`src/rtl/apb_req_arbiter.sv`:
```
// apb_req_arbiter: round-robin sharing of one APB manager between N_REQ request/response FIFO pairs
module apb_req_arbiter #(
  parameter int N_REQ      = 4,
  parameter int REQ_PKT_W  = 64,
  parameter int RESP_PKT_W = 48,
  parameter int IDX_W      = $clog2(N_REQ)
) (
  input  logic                       PCLK,
  input  logic                       PRESETn,
  input  logic [N_REQ-1:0]           req_empty_i,
  input  logic [N_REQ*REQ_PKT_W-1:0] req_pkt_i,
  output logic [N_REQ-1:0]           req_rreq_o,
  input  logic [N_REQ-1:0]           resp_full_i,
  output logic [N_REQ-1:0]           resp_wreq_o,
  output logic [RESP_PKT_W-1:0]      resp_pkt_o,
  output logic                       mgr_fifo_empty_o,
  output logic [REQ_PKT_W-1:0]       mgr_in_pkt_o,
  input  logic                       mgr_fifo_rreq_i,
  output logic                       mgr_fifo_full_o,
  input  logic [RESP_PKT_W-1:0]      mgr_out_pkt_i,
  input  logic                       mgr_fifo_wreq_i,
  output logic [IDX_W-1:0]           grant_idx_o,
  output logic                       busy_o,
  output logic [15:0]                txn_cnt_o
);
  typedef enum logic [1:0] {ARB_IDLE, GRANT, CAPTURE, WAIT_RESP} state_e;
  state_e                 r_state;
  logic [IDX_W-1:0]       r_grant;
  logic [IDX_W-1:0]       w_next;
  logic [IDX_W-1:0]       w_idx;
  logic [REQ_PKT_W-1:0]   r_pkt;
  logic [REQ_PKT_W-1:0]   w_sel_pkt;
  logic [15:0]            r_cnt;
  logic                   w_push;
  logic [N_REQ-1:0]       w_grant_oh;

  assign w_sel_pkt  = req_pkt_i[r_grant*REQ_PKT_W +: REQ_PKT_W];
  assign w_grant_oh = N_REQ'(1) << r_grant;
  assign w_push     = (r_state == WAIT_RESP) & mgr_fifo_wreq_i & ~resp_full_i[r_grant];

  // next grant: first non-empty requester after the last one granted, wrapping; lowest offset wins
  always_comb begin
    w_next = r_grant;
    w_idx  = r_grant;
    for (int k = N_REQ; k >= 1; k--) begin
      w_idx = IDX_W'((int'(r_grant) + k) % N_REQ);
      if (!req_empty_i[w_idx]) w_next = w_idx;
    end
  end

  assign req_rreq_o       = (r_state == GRANT && mgr_fifo_rreq_i) ? w_grant_oh : '0;
  assign resp_wreq_o      = w_push ? w_grant_oh : '0;
  assign resp_pkt_o       = (r_state == WAIT_RESP) ? mgr_out_pkt_i : '0;
  assign mgr_fifo_empty_o = (r_state == GRANT) ? req_empty_i[r_grant] : 1'b1;
  assign mgr_fifo_full_o  = (r_state == WAIT_RESP) ? resp_full_i[r_grant] : 1'b1;
  assign mgr_in_pkt_o     = (r_state == CAPTURE) ? w_sel_pkt : (r_state == WAIT_RESP) ? r_pkt : '0;
  assign grant_idx_o      = r_grant;
  assign busy_o           = r_state != ARB_IDLE;
  assign txn_cnt_o        = r_cnt;

  // arbitration FSM: grant is locked from selection until the granted requester's response is accepted
  always_ff @(posedge PCLK or negedge PRESETn) begin
    if (!PRESETn) begin
      r_state <= ARB_IDLE;
      r_grant <= IDX_W'(N_REQ - 1);
      r_pkt   <= '0;
      r_cnt   <= '0;
    end else begin
      case (r_state)
        ARB_IDLE: if (!(&req_empty_i)) begin
          r_grant <= w_next;
          r_state <= GRANT;
        end
        GRANT: if (mgr_fifo_rreq_i) r_state <= CAPTURE;
          else if (req_empty_i[r_grant]) r_state <= ARB_IDLE;
        CAPTURE: begin
          r_pkt   <= w_sel_pkt;
          r_state <= WAIT_RESP;
        end
        WAIT_RESP: if (w_push) begin
          r_cnt   <= r_cnt + 16'd1;
          r_state <= ARB_IDLE;
        end
        default: r_state <= ARB_IDLE;
      endcase
    end
  end
endmodule

```
`config.mk`:
```
export PLATFORM = sky130hd
export DESIGN_NAME = apb_req_arbiter
export DESIGN_NICKNAME = d
export VERILOG_FILES = /design/src/rtl/apb_req_arbiter.sv
export SDC_FILE = /design/constraint.sdc
export NUM_CORES = 1
export LEC_CHECK = 0
export CAP_MARGIN = 20
export CORE_AREA = 5 5 174 176
export CTS_BUF_LIST = sky130_fd_sc_hd__clkbuf_4 sky130_fd_sc_hd__clkbuf_8
export CTS_CLUSTER_DIAMETER = 30
export DETAILED_ROUTE_END_ITERATION = 6
export DIE_AREA = 0 0 179 181
export DONT_BUFFER_PORTS = 1
export GPL_TIMING_DRIVEN = 0
export PLACE_DENSITY_LB_ADDON = 0.3
export SKIP_LAST_GASP = 1
export SLEW_MARGIN = 20
export SYNTH_ARGS = -nofsm -noshare
export SYNTH_HDL_FRONTEND = slang
export SYNTH_SLANG_ARGS = --single-unit
```
`constraint.sdc`:
```
create_clock -name PCLK -period 2.3 [get_ports PCLK]
set_clock_uncertainty 0.1 [all_clocks]
set_input_delay 0.345 -clock PCLK [delete_from_list [all_inputs] [get_ports PCLK]]
set_output_delay 0.345 -clock PCLK [all_outputs]
set_load 0.02 [all_outputs]
```
==> metrics.md <==
| Metric | Value |
|---|---|
| RSZ-0062 raised after global routing | yes |
| Final hold viol count | 84 |
| CTS Root Cell | clkbuf_8 |
| Worst-case clock buffer depth | 2 |
| Area Overhead vs Synth | 28.1% |
| Headroom to the max-slew limit | 0.584 |
| Most frequent cells in the layout | dfrtp_1 (82), mux4_2 (66), mux2_2 (66) |
| Max frequency | 357 MHz |
| Width of the die | 179 um |
| Crit start category | flop |
| Clock tree from TritonCTS | done |
| Max VDD drop | 0.624 mV |
| Leak Pwr | 3.56 nW |
| Detailed Route WL | 26.2 mm |
| Crit path DAT | 2.36 ns |
| CP Data Required Time | 1.86 ns |
| Fin crit share | 1.22 |
| Leading post-synthesis cells by cell area | dfrtp_1 (31%), mux4_2 (23%), mux2_2 (11%) |
| Fin cells | 974 |
| P per Cell Area | 1670 nW/um2 |
| Setup crit end kind | primary output |
| Antenna cell count | 0 |
| Io pins | 457 |
| Grt ovf | 0 |
| Maxcap violations | 0 |
| Rows | 62 |
| DRC viols | 0 |
| Vias/cell | 5.09 |
| Antenna violations before repair | 2 |
| Clk sink count | 84 |
| Via count | 4953 |
| Antenna viol nets, final | 0 |
| Synthesized area | 6560 um2 |
| Number of global-route vias before repair | 5375 |
| Mean Syn Cell Area | 12.0 um2 |
| Reg clk slew, reported paths | 0.10 ns |
| Worst setup path start | grant_idx_o[0]$_DFFE_PN1P_ |
| Top cell type's share of synthesized area | 0.313 |
| Die area | 32400 um2 |
| R2R Path Start | grant_idx_o[0]$_DFFE_PN1P_ |
| Post-DP HPWL | 19.9 mm |
| Setup ws final | -0.504 ns |
| Total CTS buffers | 9 |
| WHS | -0.435 ns |
| Final setup TNS | -31.44 ns |
| Initial core utilization | 0.231 |
| Htree depth | 3 |
| Least-Margin Pin Slew | 0.624 ns |
| Max Slew Vio Count | 0 |
| Syn Nets | 869 |
| Worst-Skew Late Latency | 0.36 ns |
| DP Cell Count | 932 |
| Crit Path Max Fanout | 5 |
| WS Path Type | flop to primary output |
| Outcome | finished with violations |
| Layout cells sized above 1 | 0.566 |
| Commonest non-fill, non-tap cell in the layout | dfrtp_1 |
| YS warnings | 0 |
| Placer congestion estimate | 0.801 |
| Drt pass-1 iters | 4 |
| First-pass GRT wire length | 36.2 mm |
| Yosys cell types | 37 |
| Final setup vio count | 82 |
| Die Ht | 181 um |
| Violated checks | negative hold slack, negative setup slack |
| Pin count of the biggest net entering global routing | 85 |
| Final #Nets | 907 |
| Core box area | 28500 um2 |
| DR iter-0 viols | 162 |
| Synthesis-stage register bit count | 84 |
| Port-buffer cells | 0 |
| Mapped Cells | 548 |
| GRT Total Usage | 0.151 |
| WL/cell | 26.9 um |
| Hold crit path type | input port to asynchronous set/reset pin |
| Tmin final | 2.80 ns |
| Sequential area share after synthesis | 0.321 |
| Synth area leader | dfrtp_1 |
==> cells in the mapped netlist, drive strengths merged <==
cell type and number:
o2111ai 1, and2 8, xor2 5, nand2 10
a22oi 1, and3 53, a31oi 1, nand4 7
and4 1, buf 19, dfrtp 82, clkbuf 37
and3b 1, nand3 11, dfstp 2, or3b 1
nor4 2, nor2b 66, nor2 7, xnor2 10
a211oi 1, mux2i 66, nor3 3, nand2b 1
ha 5, mux4 66, mux2 67, a21oi 3
a221o 1, a41oi 1, and4b 1, o21ai 3
inv 3, or2 2
==> metrics by stage <==
step | power [W] | hold slack, ns | util | worst slack, ns | cell area [um2]
CTS | 0.0136 | -0.482 | 0.285 | -0.608 | 8110
finish | 0.0140 | -0.435 | 0.295 | -0.504 | 8410
global route | 0.0149 | -0.480 | 0.295 | -0.630 | 8410
detailed placement | 0.0107 | -0.0477 | 0.248 | -0.954 | 7070
floorplan | 0.00893 | -0.0506 | - | -0.0292 | 6590
global placement | 0.0107 | -0.0480 | 0.248 | -1.18 | 7070
==> cell families after synthesis <==
family,Yosys count,share of synthesized area
AO/OA/AOI/OAI,12,0.0120
XOR/XNOR,15,0.0200
flip-flops,84,0.321
buffers and inverters,59,0.0374
adder cells (fa/ha/maj),5,0.00953
AND/OR/NAND/NOR,174,0.158
multiplexers,199,0.442
==> area by class of cell <==
| cell class | instances | area (um2) |
|---|---|---|
| clock buffers | 10 | 138 |
| fillers | 2907 | 20100 |
| plain buffers | 53 | 398 |
| inverters | 3 | 16.3 |
| clock inverters | 5 | 85.1 |
| multi-input cells | 405 | 4740 |
| flip-flops and latches | 84 | 2110 |
| repair buffers | 30 | 445 |
| well taps | 384 | 480 |
==> repair_timing <==
action	4_1_cts	5_1_grt
pin swaps	14	5
setup buffers	22	5
setup endpoints to repair	205	127
cloned	5	1
resized for setup	149	101
endpoints found under the hold margin	84	84
==> path summary, 6_finish.rpt <==
kind / cells after the start / slack [ns] / endpoint
setup / recovery: 6 / -0.50 / mgr_in_pkt_o[41]
hold / removal: 0 / -0.43 / r_pkt[16]$_DFFE_PN0P_
setup reg to reg: 6 / -0.08 / txn_cnt_o[10]$_DFFE_PN0P_
hold reg to reg: 1 / 0.41 / r_pkt[24]$_DFFE_PN0P_
max in group asynchronous: 0 / 2.32 / grant_idx_o[1]$_DFFE_PN1P_
min in group PCLK: 2 / 0.05 / flop
==> flip-flops by register name, summed over array words and instances (netlist names), named ones only <==
register,cells
r_pkt,64
grant_idx_o,2
r_state,1
txn_cnt_o,16
==> where the power goes <==
| group | switching, W | internal [W] | total, W |
|---|---|---|---|
| sequential | 0.000532 | 0.00217 | 0.00270 |
| combinational | 0.00540 | 0.00463 | 0.0100 |
| clock | 0.000636 | 0.000643 | 0.00128 |
==> worst max-delay path, stage by stage, from the launching register on <==
cell	delay, ns
dfstp_4	0.74
buf_12	0.17
buf_12	0.13
buf_12	0.12
mux4_2	0.54
mux2i_4	0.18
nor2b_4	0.09
==> layer usage <==
layer | vias up | wire (um) | track usage
met5 | - | 27 | 0
met4 | 4 | 318 | 0.0301
met3 | 18 | 1950 | 0.0366
met2 | 254 | 13400 | 0.260
met1 | 2544 | 10500 | 0.191
li1 | 2133 | - | -
No activity file was read; power rests on OpenSTA's default activity.
